==> src/rtl/redmule_job_sched_if.sv <==
// Bundle between the cluster cores / accelerator environment (master) and the
// RedMulE job scheduler (slave): request handshake, completion events, accelerator control.
interface redmule_job_sched_if #(
  parameter int N_REQ = 4,
  parameter int CFG_W = 32
);
  localparam int IDX_W = $clog2(N_REQ);

  logic [N_REQ-1:0]            req_valid;
  logic [N_REQ-1:0][CFG_W-1:0] req_cfg;
  logic [N_REQ-1:0]            req_ready;
  logic [N_REQ-1:0]            done_evt;
  logic                        acc_clk_en;
  logic                        acc_start;
  logic [CFG_W-1:0]            acc_cfg;
  logic                        acc_done;
  logic [IDX_W-1:0]            owner;
  logic                        busy;
  logic                        err;

  modport master (
    output req_valid, req_cfg, acc_done,
    input  req_ready, done_evt, acc_clk_en, acc_start, acc_cfg, owner, busy, err
  );

  modport slave (
    input  req_valid, req_cfg, acc_done,
    output req_ready, done_evt, acc_clk_en, acc_start, acc_cfg, owner, busy, err
  );
endinterface

==> src/rtl/redmule_job_sched.sv <==
// Round-robin job scheduler sharing one clock-gated RedMulE among N_REQ cores:
// grants a job, wakes the accelerator clock, pulses start, and routes completion back.
module redmule_job_sched #(
  parameter int N_REQ       = 4,
  parameter int CFG_W       = 32,
  parameter int WAKE_CYCLES = 2,
  parameter int IDLE_CYCLES = 8
) (
  input logic                clk_i,
  input logic                rst_ni,
  redmule_job_sched_if.slave bus
);
  localparam int IDX_W  = $clog2(N_REQ);
  localparam int WAKE_W = (WAKE_CYCLES > 1) ? $clog2(WAKE_CYCLES) : 1;
  localparam int IDLE_W = (IDLE_CYCLES > 0) ? $clog2(IDLE_CYCLES + 1) : 1;

  typedef enum logic [2:0] {
    IDLE,
    WAKE,
    ISSUE,
    RUN,
    COMPLETE
  } state_e;

  state_e             state_q, state_d;
  logic [WAKE_W-1:0]  wake_cnt_q, wake_cnt_d;
  logic [IDLE_W-1:0]  idle_cnt_q, idle_cnt_d;
  logic               clk_en_q, clk_en_d;
  logic [CFG_W-1:0]   cfg_q, cfg_d;
  logic [IDX_W-1:0]   owner_q, owner_d;
  logic [IDX_W-1:0]   last_owner_q, last_owner_d;
  logic               err_q, err_d;

  logic               gnt_found;
  logic [IDX_W-1:0]   gnt_idx;
  logic               found_hi;
  logic [IDX_W-1:0]   idx_hi;
  logic [IDX_W-1:0]   idx_any;

  // Round-robin: lowest requester above last_owner wins, else wrap to the lowest overall.
  // Descending scan so the final assignment is the lowest matching index.
  always_comb begin
    gnt_found = 1'b0;
    found_hi  = 1'b0;
    idx_hi    = '0;
    idx_any   = '0;
    for (int i = N_REQ - 1; i >= 0; i--) begin
      if (bus.req_valid[i]) begin
        gnt_found = 1'b1;
        idx_any   = IDX_W'(i);
        if (IDX_W'(i) > last_owner_q) begin
          found_hi = 1'b1;
          idx_hi   = IDX_W'(i);
        end
      end
    end
    gnt_idx = found_hi ? idx_hi : idx_any;
  end

  always_comb begin
    // NOTE: every signal gets a default before any branch, so no path can infer a latch.
    state_d      = state_q;
    wake_cnt_d   = wake_cnt_q;
    idle_cnt_d   = idle_cnt_q;
    clk_en_d     = clk_en_q;
    cfg_d        = cfg_q;
    owner_d      = owner_q;
    last_owner_d = last_owner_q;
    err_d        = err_q | (bus.acc_done && (state_q != RUN));

    unique case (state_q)
      IDLE: begin
        if (gnt_found) begin
          cfg_d        = bus.req_cfg[gnt_idx];
          owner_d      = gnt_idx;
          last_owner_d = gnt_idx;
          clk_en_d     = 1'b1;
          wake_cnt_d   = WAKE_W'(WAKE_CYCLES - 1);
          state_d      = clk_en_q ? ISSUE : WAKE;
        end else if (clk_en_q) begin
          if (idle_cnt_q == '0) clk_en_d = 1'b0;
          else                  idle_cnt_d = idle_cnt_q - IDLE_W'(1);
        end
      end
      WAKE: begin
        if (wake_cnt_q == '0) state_d = ISSUE;
        else                  wake_cnt_d = wake_cnt_q - WAKE_W'(1);
      end
      ISSUE: state_d = RUN;
      RUN: begin
        if (bus.acc_done) state_d = COMPLETE;
      end
      COMPLETE: begin
        state_d    = IDLE;
        idle_cnt_d = IDLE_W'(IDLE_CYCLES);
      end
      default: state_d = IDLE;
    endcase
  end

  always_ff @(posedge clk_i or negedge rst_ni) begin
    if (!rst_ni) begin
      state_q      <= IDLE;
      wake_cnt_q   <= '0;
      idle_cnt_q   <= '0;
      clk_en_q     <= 1'b0;
      cfg_q        <= '0;
      owner_q      <= '0;
      last_owner_q <= IDX_W'(N_REQ - 1);
      err_q        <= 1'b0;
    end else begin
      // NOTE: non-blocking so every register samples the pre-edge value of the others.
      state_q      <= state_d;
      wake_cnt_q   <= wake_cnt_d;
      idle_cnt_q   <= idle_cnt_d;
      clk_en_q     <= clk_en_d;
      cfg_q        <= cfg_d;
      owner_q      <= owner_d;
      last_owner_q <= last_owner_d;
      err_q        <= err_d;
    end
  end

  always_comb begin
    bus.req_ready = '0;
    bus.done_evt  = '0;
    if (state_q == IDLE && gnt_found) bus.req_ready[gnt_idx] = 1'b1;
    if (state_q == COMPLETE)          bus.done_evt[owner_q]  = 1'b1;
  end

  assign bus.acc_clk_en = clk_en_q;
  assign bus.acc_start  = (state_q == ISSUE);
  assign bus.acc_cfg    = cfg_q;
  assign bus.owner      = owner_q;
  assign bus.busy       = (state_q != IDLE);
  assign bus.err        = err_q;

endmodule

==> src/flat_wrapper.sv <==
// flat-port wrapper written by rule: the top's interface ports become plain ports
module redmule_job_sched_flat 
#(
  parameter int N_REQ       = 4,
  parameter int CFG_W       = 32,
  parameter int WAKE_CYCLES = 2,
  parameter int IDLE_CYCLES = 8
)
  (clk_i, rst_ni, bus_req_valid, bus_req_cfg, bus_acc_done, bus_req_ready, bus_done_evt, bus_acc_clk_en, bus_acc_start, bus_acc_cfg, bus_owner, bus_busy, bus_err);
  redmule_job_sched_if #(.N_REQ(N_REQ), .CFG_W(CFG_W)) bus_i ();
  input logic clk_i;
  input logic rst_ni;
  input wire logic [$bits(bus_i.req_valid)-1:0] bus_req_valid;
  input wire logic [$bits(bus_i.req_cfg)-1:0] bus_req_cfg;
  input wire logic [$bits(bus_i.acc_done)-1:0] bus_acc_done;
  output wire logic [$bits(bus_i.req_ready)-1:0] bus_req_ready;
  output wire logic [$bits(bus_i.done_evt)-1:0] bus_done_evt;
  output wire logic [$bits(bus_i.acc_clk_en)-1:0] bus_acc_clk_en;
  output wire logic [$bits(bus_i.acc_start)-1:0] bus_acc_start;
  output wire logic [$bits(bus_i.acc_cfg)-1:0] bus_acc_cfg;
  output wire logic [$bits(bus_i.owner)-1:0] bus_owner;
  output wire logic [$bits(bus_i.busy)-1:0] bus_busy;
  output wire logic [$bits(bus_i.err)-1:0] bus_err;
  assign bus_i.req_valid = bus_req_valid;
  assign bus_i.req_cfg = bus_req_cfg;
  assign bus_i.acc_done = bus_acc_done;
  assign bus_req_ready = bus_i.req_ready;
  assign bus_done_evt = bus_i.done_evt;
  assign bus_acc_clk_en = bus_i.acc_clk_en;
  assign bus_acc_start = bus_i.acc_start;
  assign bus_acc_cfg = bus_i.acc_cfg;
  assign bus_owner = bus_i.owner;
  assign bus_busy = bus_i.busy;
  assign bus_err = bus_i.err;
  redmule_job_sched #(.N_REQ(N_REQ), .CFG_W(CFG_W), .WAKE_CYCLES(WAKE_CYCLES), .IDLE_CYCLES(IDLE_CYCLES)) u_core (.clk_i(clk_i), .rst_ni(rst_ni), .bus(bus_i));
endmodule
==> config.mk <==
export PLATFORM = sky130hd
export DESIGN_NAME = redmule_job_sched_flat
export DESIGN_NICKNAME = d
export VERILOG_FILES = /design/src/rtl/redmule_job_sched_if.sv /design/src/rtl/redmule_job_sched.sv /design/src/flat_wrapper.sv
export SDC_FILE = /design/constraint.sdc
export NUM_CORES = 1
export LEC_CHECK = 0
export ABC_AREA = 1
export CORE_UTILIZATION = 26
export DETAILED_ROUTE_END_ITERATION = 12
export DONT_BUFFER_PORTS = 1
export SETUP_SLACK_MARGIN = 0.5
export SLEW_MARGIN = 10
export SYNTH_ARGS = -nofsm -noshare
export SYNTH_HDL_FRONTEND = slang
export SYNTH_SLANG_ARGS = --single-unit
==> constraint.sdc <==
create_clock -name clk_i -period 1.49 [get_ports clk_i]
set_input_delay 0.0745 -clock clk_i [delete_from_list [all_inputs] [get_ports clk_i]]
set_output_delay 0.0745 -clock clk_i [all_outputs]
set_load 0.03 [all_outputs]
==> summary by stage, run 1 <==
Logic synthesis
The flip-flop and latch count after synthesis is 46. The Yosys step of the flow raised 0 warnings. When the netlist entered floorplanning its net count stood at 642. The number of different library cells used by synthesis comes to 29. The portion of synthesized cell area occupied by the leading cell type is 32.7%. After synthesis, the mean cell area works out to 6.66 um2.

Summed over all instances, the cell type with the most area after synthesis is dfrtp_1. The synthesized area is 0.00337 mm2. The sequential share of the synthesized area is 34.2%. The number of instances in the synthesized netlist is 506. By area the synthesized netlist is led by dfrtp_1 33%, nand2_1 14%, nand3_1 10%, nand3b_1 6.7%, inv_1 6.1%.

Critical path
The type of origin of the critical path is a register. The largest fanout on the critical path is 4. The worst setup path is captured at an output port. The critical path goes through nand2_2 > nand2_2 > nand3_1 > nand3_4 > buf_6 > inv_1 > buf_4 > nor2_4. Measured in cells, the most critical reg-to-reg path has a length of 11. The data arrival time of the worst path is 1.77 ns. By instance count, the cell type seen most on the critical path is nand2_2. The highest-delay cell along the critical path is dfstp_2.

The worst setup path is of the reg2out kind. In this design, the stage delay of the slowest critical-path cell is 0.57 ns. For the worst setup path, the data required time is 1.42 ns.

Outcome
The checks that failed: hold timing, setup timing. The flow ran to the end, but the final reports show violations.

Power
Summed over all cells, the static leakage comes to 0.00222 uW. Dividing total power by cell area gives a power density of 2220 mW/mm2. The worst supply voltage drop on vdd is 674 uV. The overall power after layout is 10800 uW.

Clock tree
The later pin in the worst-skew pair is clocked with a latency of 0.30 ns. TritonCTS created 5 clock buffers. After clock tree synthesis, the clock-pin slew on the worst setup and hold paths is 0.08 ns. Buffers inserted to repair hold after CTS numbered 2. The clock sink count is 46.

The number of levels in the clock H-tree is 2. The maximum buffer depth of the clock tree is 2. The CTS tree is done. The cell at the root of the clock tree is clkbuf_16.

GRT
The overall fraction of global-route tracks in use is 16.1%. After global routing the overflow that remains totals 0. The first global-routing pass estimated 16400 um of wire.

The number of antenna violations at the first check in global routing was 1. The number of global-route vias before repair is 3240. The pin count of the biggest net entering global routing is 47.

STA
The period utilization is 124%. Counting I/O delays and the setup requirement, the final critical path takes 1.84 ns. The total count of hold-check failures in the final report was 46. The total of endpoints with negative setup slack in the final report is 47.

Setup repair after global routing could not meet its margin everywhere. The worst pin sits at a relative slew slack of 75.2%. Between clock sinks in the finished design, the worst skew comes to 0.00999 ns. Based on the critical path, the design can be clocked at up to 0.542 GHz. The setup slack after layout is -0.354 ns.

The slew at the pin with the worst max-slew slack is 0.371 ns. The number of pins with negative max-slew slack in the final report was 0. On the final layout, the worst hold slack is -0.532 ns.

Floorplanning
The initial core utilization is 26.7%. The number of rows in the core area is 41. 181 I/O pins were placed.

The core region is 0.0126 mm2. The height of the die is 116 um. The horizontal die dimension is 116 um. The die covers 0.0134 mm2.

Layout
For this run, the number of standard cells in the final layout without fillers is 724. In the final layout, flip-flops and latches occupy 0.00115 mm2. Relative to the synthesized area, the layout overhead comes to 43.9%. Of the cells placed in the final design, the portion with a size suffix greater than 1 is 35.6%.

Counting the fill cells in the layout gives 1336. The final net count is 686. Leaving out fill and tap cells, the most frequent cell in the layout is nand2_1. Summing all multi-input logic gate instances after layout gives 0.00228 mm2. In the layout the commonest cells are 116 x nand2_1, 52 x inv_1, 43 x nor2_1, 43 x dfrtp_1, 39 x nand3_2.

Place
Port buffering added 0 buffers. Detailed placement ended at an HPWL of 8010 um. Routability-driven placement finished with a final weighted congestion of 0.807. The post-placement cell count is 690.

Route
The count of nets left with antenna violations once routing finished came out at 0. Summed over all layers, the routed wires come to 11800 um. The routed via count is 3543. For this run, the detailed router's first-pass iteration total came to 4. The violation count after the first detailed-routing iteration is 157. In the final routed layout, each cell accounts on average for 16.3 um. Dividing the detail-routed via count by the number of cells gives 4.89. In the routed design, unresolved DRC markers number 0.

Flow run
Max-cap violations in this run came to 0.

Hold path
The min-delay analysis places its worst path in the category in2async.
[stage by stage]
stage / utilization [%] / instance area, um2 / worst slack, ns / TNS (ns)
global placement: 32.8 / 4140 / -0.155 / -4.14
detailed placement: 32.8 / 4140 / -0.184 / -5.51
CTS: 36.6 / 4620 / -0.350 / -9.92
floorplan: - / 3690 / -0.0526 / -1.26
finish: 38.4 / 4850 / -0.354 / -10.27
global route: 38.4 / 4850 / -0.437 / -15.35
[state kept, by name, summed over array words and instances, names as in the netlist]
register	cells
u_core.bus.acc_cfg	32
u_core.state_q	3
u_core.wake_cnt_q	1
u_core.bus.err	1
u_core.last_owner_q	2
u_core.bus.owner	2
u_core.idle_cnt_q	4
u_core.bus.acc_clk_en	1
[final cells by class]
class,count,area share [%]
Multi-Input combinational cell,372,47.1
Sequential cell,46,23.8
Timing Repair Buffer,65,16.1
Inverter,60,4.95
Tap cell,172,4.44
Clock buffer,5,2.58
Clock inverter,3,1.01
Antenna cell,1,0.0516
[metal layers]
| layer | track usage, % | vias to the layer above | wire [um] |
|---|---|---|---|
| met2 | 28.9 | 127 | 6190 |
| met1 | 18.9 | 1716 | 4730 |
| met3 | 3.92 | 13 | 727 |
| met4 | 5.04 | 0 | 167 |
| li1 | - | 1687 | - |
| met5 | 0 | - | 0 |
[cell usage after synthesis]
cell type  count
a21o_1         1
a21oi_1       34
a31oi_1        1
buf_2         10
buf_4          4
buf_6          6
clkbuf_1       6
clkbuf_2       2
dfrtp_1       44
dfstp_2        2
ha_1           1
inv_1         55
inv_2          5
nand2_1      128
nand2_2        2
nand2_4        1
nand3_1       68
nand3_2        1
nand3b_1      30
nor2_1        50
nor2_2         1
nor2_4         4
nor3_1         6
o211ai_1       1
o21ai_0        9
o22ai_1        1
or2_1          7
or2_2         25
xor2_1         1
[where the power goes]
group,switching [uW],leakage [uW],internal (uW)
registers,1330,0.000507,1880
logic,3450,0.00163,2770
clock network,546,0.0000820,805
[cell families after synthesis]
group,synth area share [%]
and+or+nand+nor,45.9
buffers and inverters,12.0
AOI/OAI and AO/OA,7.20
DFF,34.2
xor gates and xnor gates,0.260
adders and majority gates,0.371
[critical path, delay by kind of cell (launching register included)]
kind                   cells  cell delay [ns]
flip-flops                 1             0.57
buffers and inverters      3             0.32
AND/OR/NAND/NOR            5             0.57
[worst paths after layout]
path	startpoint	endpoint	slack, ns
setup / recovery	u_core.last_owner_q[1]$_DFFE_PN1P_	bus_req_ready[0]	-0.35
hold / removal	rst_ni	u_core.bus.acc_cfg[31]$_DFFE_PN0P_	-0.53
setup reg to reg	u_core.last_owner_q[1]$_DFFE_PN1P_	u_core.bus.acc_cfg[18]$_DFFE_PN0P_	-0.31
hold reg to reg	u_core.idle_cnt_q[0]$_DFFE_PN0P_	u_core.idle_cnt_q[0]$_DFFE_PN0P_	0.50
max in group asynchronous	rst_ni	u_core.last_owner_q[1]$_DFFE_PN1P_	1.84
min in group clk_i	bus_req_cfg[38]	u_core.bus.acc_cfg[6]$_DFFE_PN0P_	0
[timing repair]
item,CTS,global route
endpoints found under the setup margin,56,56
gates cloned,1,2
setup buffers,15,5
gates resized for setup,39,40
pin swaps,14,11
endpoints found under the hold margin,49,46
(Power assumes the default switching activity.)
==> run 2, diff against run 1 <==
--- a/config.mk
+++ b/config.mk
@@ -9,6 +9,7 @@
 export CORE_UTILIZATION = 26
 export DETAILED_ROUTE_END_ITERATION = 12
 export DONT_BUFFER_PORTS = 1
+export MAX_ROUTING_LAYER = met4
 export SETUP_SLACK_MARGIN = 0.5
 export SLEW_MARGIN = 10
 export SYNTH_ARGS = -nofsm -noshare
==> summary by stage, run 2 (synthesis results as in run 1) <==
Floorplanning
The horizontal die dimension was 116 um (unchanged). The initial core utilization was 26.7% (unchanged). The die outline area is 0.0134 mm2 (unchanged).

The I/O pin count is 181 (unchanged). The placeable core area is 0.0126 mm2 (unchanged). The number of rows in the core area is 41 (unchanged). The height of the die came to 116 um (unchanged).

Clock tree
TritonCTS built the clock tree. The number of levels in the clock H-tree is 2 (unchanged). The TritonCTS buffer count came to 5 (unchanged). The clock input transition at the sequential cells of the worst setup and hold paths is 0.08 ns (about the same).

The clock sink count came to 46 (unchanged). The cts-stage hold buffer count was 2 (unchanged). The maximum buffer depth of the clock tree is 2 (unchanged). The root buffer cell chosen for the clock tree is clkbuf_16. The insertion delay of the later-clocked pin in the worst-skew pair was 0.30 ns (about the same).

GRT
The overflow left after global routing is 0 (unchanged). The pin count of the biggest net entering global routing is 47 (unchanged). The overall fraction of global-route tracks in use is 16.6% (+0.50 points). The met1 routing resource usage after global routing is 19.2% (+0.32 points). The global routing usage on met3 came to 3.40% (-0.52 points). The number of antenna violations at the first check in global routing is 1 (unchanged). The peak-usage layer in the global routing report is met2.

The met2 usage was 28.9% (unchanged). The number of global-route vias before repair is 3247 (+0.22%). The wire length of the first global-routing pass is 16400 um (-0.21%).

STA
The total count of hold-check failures in the final report is 46 (unchanged). The period utilization is 124% (about the same). The final hold slack is -0.532 ns (+0.000690 ns). The total of endpoints with negative setup slack in the final report is 48 (+2.1%).

The worst slew margin relative to its limit is 75.2% (unchanged). The setup slack after layout is -0.355 ns (-0.000986 ns). The highest clock rate is 0.542 GHz (about the same).

The worst clock skew is 0.00978 ns (-0.000220 ns). The minimum period implied by the final worst setup slack is 1.85 ns (+0.000986 ns). The number of pins with negative max-slew slack in the final report came to 0 (unchanged).

Setup repair after global routing could not meet its margin everywhere. The slew at the pin with the worst max-slew slack is 0.371 ns (unchanged).

Layout
The ratio of cells with drive above 1 in the final layout is 35.6% (unchanged). The final net count was 686 (unchanged). The top cell types in the final layout, fill and taps aside, are 116 x nand2_1, 52 x inv_1, 43 x nor2_1, 43 x dfrtp_1, 39 x nand3_2. The number of fillers in the final layout is 1336 (unchanged). The final design instance area without fill is 0.00485 mm2 (unchanged). The most common cell after layout, fill and taps aside is nand2_1. The area added between synthesis and finish is 43.9% (unchanged). The number of flip-flops in the largest register is 32 (unchanged).

Place
The final estimated routing congestion in global placement is 0.819 (+1.4%). The number of port buffers is 0 (unchanged). The total cell area at the placement stage is 0.00414 mm2 (unchanged). The half-perimeter wire length after placement was 8010 um (unchanged).

Route
The violation count after the first detailed-routing iteration was 160 (+1.9%). The routed length per instance is 16.4 um (+0.46%). The routed via count is 3549 (+0.17%). The number of antenna-violating nets in the routed design came to 0 (unchanged). The number of search-and-repair iterations in the first detailed-routing pass came to 4 (unchanged). The via density per instance is 4.90 (+0.17%).

The total DRC errors in the routed layout is 0 (unchanged). The final wirelength was 11900 um (+0.46%).

Critical path
The maximum cell stage delay along the critical path came to 0.57 ns (about the same). The critical path's most frequent cell is nand2_2. The worst setup path is launched from a register.

The slowest stage of the critical path belongs to the cell dfstp_2. The data required time of the worst path is 1.42 ns (about the same). Traced cell by cell, the critical path runs through nand2_2 > nand2_2 > nand3_1 > nand3_4 > buf_6 > inv_1 > buf_4 > nor2_4. STA classifies the critical path endpoint as an output port. The data arrival time of the worst path was 1.77 ns (about the same). The category of the most critical setup path is reg2out. The cell count of the worst reg-to-reg path is 11 (unchanged). The largest fanout on the critical path is 4 (unchanged).

Hold path
The type of the worst min-delay path is in2async.

Outcome
The flow ran to the end, but the final reports show violations. The final reports fail on hold timing, setup timing.

Power
The worst supply voltage drop on vdd was 673 uV (-0.12%). The power density relative to cell area came to 2220 mW/mm2 (about the same). The leakage component of the power was 0.00222 uW (unchanged).

Flow run
The max-capacitance violation count is 0 (unchanged).
-- run 2: path summary, 6_finish.rpt --
path                                                    startpoint                                  to  slack, ns
worst min-delay path                                        rst_ni  u_core.bus.acc_cfg[31]$_DFFE_PN0P_      -0.53
worst min register to register    u_core.idle_cnt_q[0]$_DFFE_PN0P_    u_core.idle_cnt_q[0]$_DFFE_PN0P_       0.50
worst max register to register  u_core.last_owner_q[1]$_DFFE_PN1P_  u_core.bus.acc_cfg[18]$_DFFE_PN0P_      -0.30
worst max-delay path            u_core.last_owner_q[1]$_DFFE_PN1P_                    bus_req_ready[0]      -0.36
min in group clk_i                                 bus_req_cfg[38]   u_core.bus.acc_cfg[6]$_DFFE_PN0P_          0
max in group asynchronous                                   rst_ni  u_core.last_owner_q[1]$_DFFE_PN1P_       1.84
-- run 2: timing repair --
action                     CTS  global route
hold endpoints to repair    49            46
resized for setup           39            40
setup buffers               15             5
gates cloned                 1             2
setup endpoints to repair   56            56
pin swaps                   14            11
-- run 2: final cells by class --
type / count / area [um2] / area share, %
timing repair buffer: 65 / 781 / 16.1
tap: 172 / 215 / 4.44
clock buffer: 5 / 125 / 2.58
multi-input combinational: 372 / 2280 / 47.1
clock inverter: 3 / 48.8 / 1.01
inverter: 60 / 240 / 4.95
antenna: 1 / 2.50 / 0.0516
sequential: 46 / 1150 / 23.8
-- run 2: critical path: cells and delay by family (launching register included) --
family / cells / cell delay, ns
buffers and inverters: 3 / 0.32
DFF: 1 / 0.57
and+or+nand+nor: 5 / 0.58
-- run 2: per-stage QoR --
| step | total power [uW] | TNS, ns | utilization (%) | cells | worst slack (ns) |
|---|---|---|---|---|---|
| after floorplan | 6710 | -1.26 | - | 506 | -0.0526 |
| after global placement | 8130 | -4.14 | 32.8 | 690 | -0.155 |
| after detailed placement | 8310 | -5.51 | 32.8 | 690 | -0.184 |
| after CTS | 10400 | -9.92 | 36.6 | 716 | -0.350 |
| after global routing | 11500 | -15.35 | 38.4 | 724 | -0.437 |
| final | 10800 | -10.11 | 38.4 | 724 | -0.355 |
-- run 2: layer usage --
metal,share of wire [%],up-vias
met5,0,-
met4,1.4,0
met3,6.1,13
met2,52,133
met1,40,1713
li1,-,1690
-- run 2: power breakdown --
part,total (uW),leakage [uW],internal [uW],switching [uW]
Clock,1350,0.0000820,805,545
Combinational,6210,0.00163,2770,3440
Sequential,3200,0.000507,1880,1330
Total,10800,0.00222,5450,5320
==> run 3, diff against run 2 <==
--- a/config.mk
+++ b/config.mk
@@ -10,8 +10,10 @@
 export DETAILED_ROUTE_END_ITERATION = 12
 export DONT_BUFFER_PORTS = 1
 export MAX_ROUTING_LAYER = met4
+export REMOVE_ABC_BUFFERS = 1
 export SETUP_SLACK_MARGIN = 0.5
 export SLEW_MARGIN = 10
 export SYNTH_ARGS = -nofsm -noshare
 export SYNTH_HDL_FRONTEND = slang
 export SYNTH_SLANG_ARGS = --single-unit
+export TNS_END_PERCENT = 20
==> summary by stage, run 3 (synthesis results as in run 1) <==
Floorplanning
The horizontal die dimension is 116 um (unchanged). The number of rows in the core area is 41 (unchanged). The height of the die is 116 um (unchanged).

The initial core utilization is 26.7% (unchanged). The die outline area came to 0.0134 mm2 (unchanged). The placeable core area came to 0.0126 mm2 (unchanged). The I/O pin count is 181 (unchanged).

Outcome
The final reports fail on hold timing, setup timing. The run finished, with violations left.

Critical path
The critical path goes through nand2_2 > nand2_2 > nand3_2 > nand3_4 > buf_6 > inv_4 > nor3_4 > buf_6. The data arrival time of the worst path is 1.71 ns (-0.06 ns). The worst setup path is of the reg2out kind. The maximum cell stage delay along the critical path is 0.60 ns (+0.03 ns). The largest fanout on the critical path is 4 (unchanged).

The number of buffer and inverter stages on the critical path is 3 (unchanged). The number of gates on the worst path with buffers counted is 8 (unchanged). The gate family responsible for the most delay along the worst path is flip-flops.

The cell count of the worst reg-to-reg path is 13 (+2). The worst setup path is captured at an output port. The data required time of the worst path is 1.42 ns (about the same). Among all stages on the critical path, the largest delay is contributed by dfstp_2.

The worst setup path is launched from a register.

Clock tree
The maximum buffer depth of the clock tree is 2 (unchanged). The clock sink count was 46 (unchanged). The TritonCTS buffer count came to 5 (unchanged). The insertion delay of the later-clocked pin in the worst-skew pair is 0.29 ns (about the same). TritonCTS built the clock tree. The cts-stage hold buffer count is 1 (-1). The number of levels in the clock H-tree is 2 (unchanged). The clock input transition at the sequential cells of the worst setup and hold paths is 0.07 ns (about the same). The cell at the root of the clock tree is clkbuf_16.

STA
Setup repair after global routing could not meet its margin everywhere. The slew at the pin with the worst max-slew slack is 0.343 ns (-0.0275 ns). The total count of hold-check failures in the final report is 47 (+2.2%).

The worst clock skew was 0.00718 ns (-0.00260 ns). The highest clock rate is 0.561 GHz (+3.6%). The period utilization is 120% (-4.3 points). The minimum period implied by the final worst setup slack came to 1.78 ns (-0.0638 ns). The number of pins with negative max-slew slack in the final report is 0 (unchanged). The aggregate negative setup slack is -7.14 ns (+2.98 ns). The worst slew margin relative to its limit is 77.1% (+1.9 points). The setup slack after layout came to -0.292 ns (+0.0638 ns). The total of endpoints with negative setup slack in the final report came to 36 (-25%). The final hold slack is -0.522 ns (+0.00998 ns).

Route
The highest layer used for signal routing is met4. The routed length per instance is 15.2 um (-7.3%). The amount of wire on met3 after detailed routing is 627 um (-14%). The total routed wire length on the met1 layer is 4480 um (-5.7%). The number of antenna-violating nets in the routed design is 0 (unchanged). The routed via count is 3409 (-3.9%). The total DRC errors in the routed layout is 0 (unchanged). The number of search-and-repair iterations in the first detailed-routing pass is 6 (+2). The routed wire length on met2 is 5580 um (-10%). The via density per instance is 4.79 (-2.3%).

The violation count after the first detailed-routing iteration is 185 (+16%). The final wirelength is 10800 um (-8.8%).

Power
The worst supply voltage drop on vdd is 685 uV (+1.8%). The leakage component of the power is 0.00213 uW (-3.8%). The power density relative to cell area was 2250 mW/mm2 (+1.5%).

Place
The half-perimeter wire length after placement came to 7650 um (-4.5%). The worst setup timing slack at the placement stage is -0.227 ns (-0.0424 ns). The number of port buffers was 0 (unchanged). The final estimated routing congestion in global placement is 0.824 (+0.64%). The total cell area at the placement stage came to 0.00380 mm2 (-8.3%).

Layout
The number of antenna repair diodes is 0 (-1). The most common cell after layout, fill and taps aside is nand2_1. The area growth from synthesis to layout is 32.0%.

The number of flip-flops in the largest register is 32 (unchanged). The final net count is 675 (-1.6%). The ratio of cells with drive above 1 in the final layout is 28.1% (-7.4 points).

The final design instance area without fill is 0.00445 mm2 (-8.3%). The top cell types in the final layout, fill and taps aside, are 113 x nand2_1, 57 x nand3_1, 53 x inv_1, 42 x dfrtp_1, 41 x nor2_1.

GRT
The overall fraction of global-route tracks in use came to 15.8% (-0.82 points). The number of antenna violations at the first check in global routing was 0 (-1). The number of global-route vias before repair came to 3196 (-1.6%).

The overflow left after global routing is 0 (unchanged). The wire length of the first global-routing pass is 15800 um (-3.8%). The pin count of the biggest net entering global routing came to 47 (unchanged).

Hold path
The min-delay analysis places its worst path in the category in2async.

Flow run
The max-capacitance violation count is 0 (unchanged).
## run 3: where the power goes
| part | switching (uW) | total (uW) | internal [uW] |
|---|---|---|---|
| clock | 505 | 1290 | 787 |
| sequential | 1350 | 3230 | 1880 |
| combinational | 3060 | 5500 | 2440 |
| total | 4910 | 10000 | 5110 |
## run 3: through the flow
stage                     utilization [%]  total power [uW]  cells
after floorplan                         -              5930    478
after global placement               30.1              7560    689
after detailed placement             30.1              7700    689
after CTS                            33.6              9640    709
after global routing                 35.3             10700    712
final                                35.3             10000    712
## run 3: repair_timing
action                                  CTS  global route
gates resized for setup                  50            47
setup buffers                            10             2
endpoints found under the setup margin   56            56
cloned                                    1             1
pin swaps                                12            16
endpoints found under the hold margin    48            46
## run 3: final timing paths
check	startpoint	end	slack, ns
worst max register to register	u_core.last_owner_q[0]$_DFFE_PN1P_	u_core.bus.acc_cfg[2]$_DFFE_PN0P_	-0.24
worst max-delay path	u_core.last_owner_q[1]$_DFFE_PN1P_	bus_req_ready[1]	-0.29
worst min register to register	u_core.idle_cnt_q[0]$_DFFE_PN0P_	u_core.idle_cnt_q[0]$_DFFE_PN0P_	0.48
max in group asynchronous	rst_ni	u_core.last_owner_q[1]$_DFFE_PN1P_	1.83
min in group clk_i	bus_req_cfg[9]	u_core.bus.acc_cfg[9]$_DFFE_PN0P_	0
worst min-delay path	rst_ni	u_core.state_q[0]$_DFFE_PN0P_	-0.52
## run 3: area by class of cell
class / instances / area [um2]
fill: 1359 / 8170
multi-input combinational: 372 / 2040
sequential: 46 / 1160
timing repair buffer: 54 / 642
inverter: 60 / 230
tap: 172 / 215
clock buffer: 5 / 125
clock inverter: 3 / 40.0
## run 3: routing by layer
layer | vias up | GRT usage, %
met4 | 0 | 3.76
met1 | 1593 | 17.8
li1 | 1663 | -
met3 | 16 | 2.98
met5 | - | -
met2 | 137 | 28.7
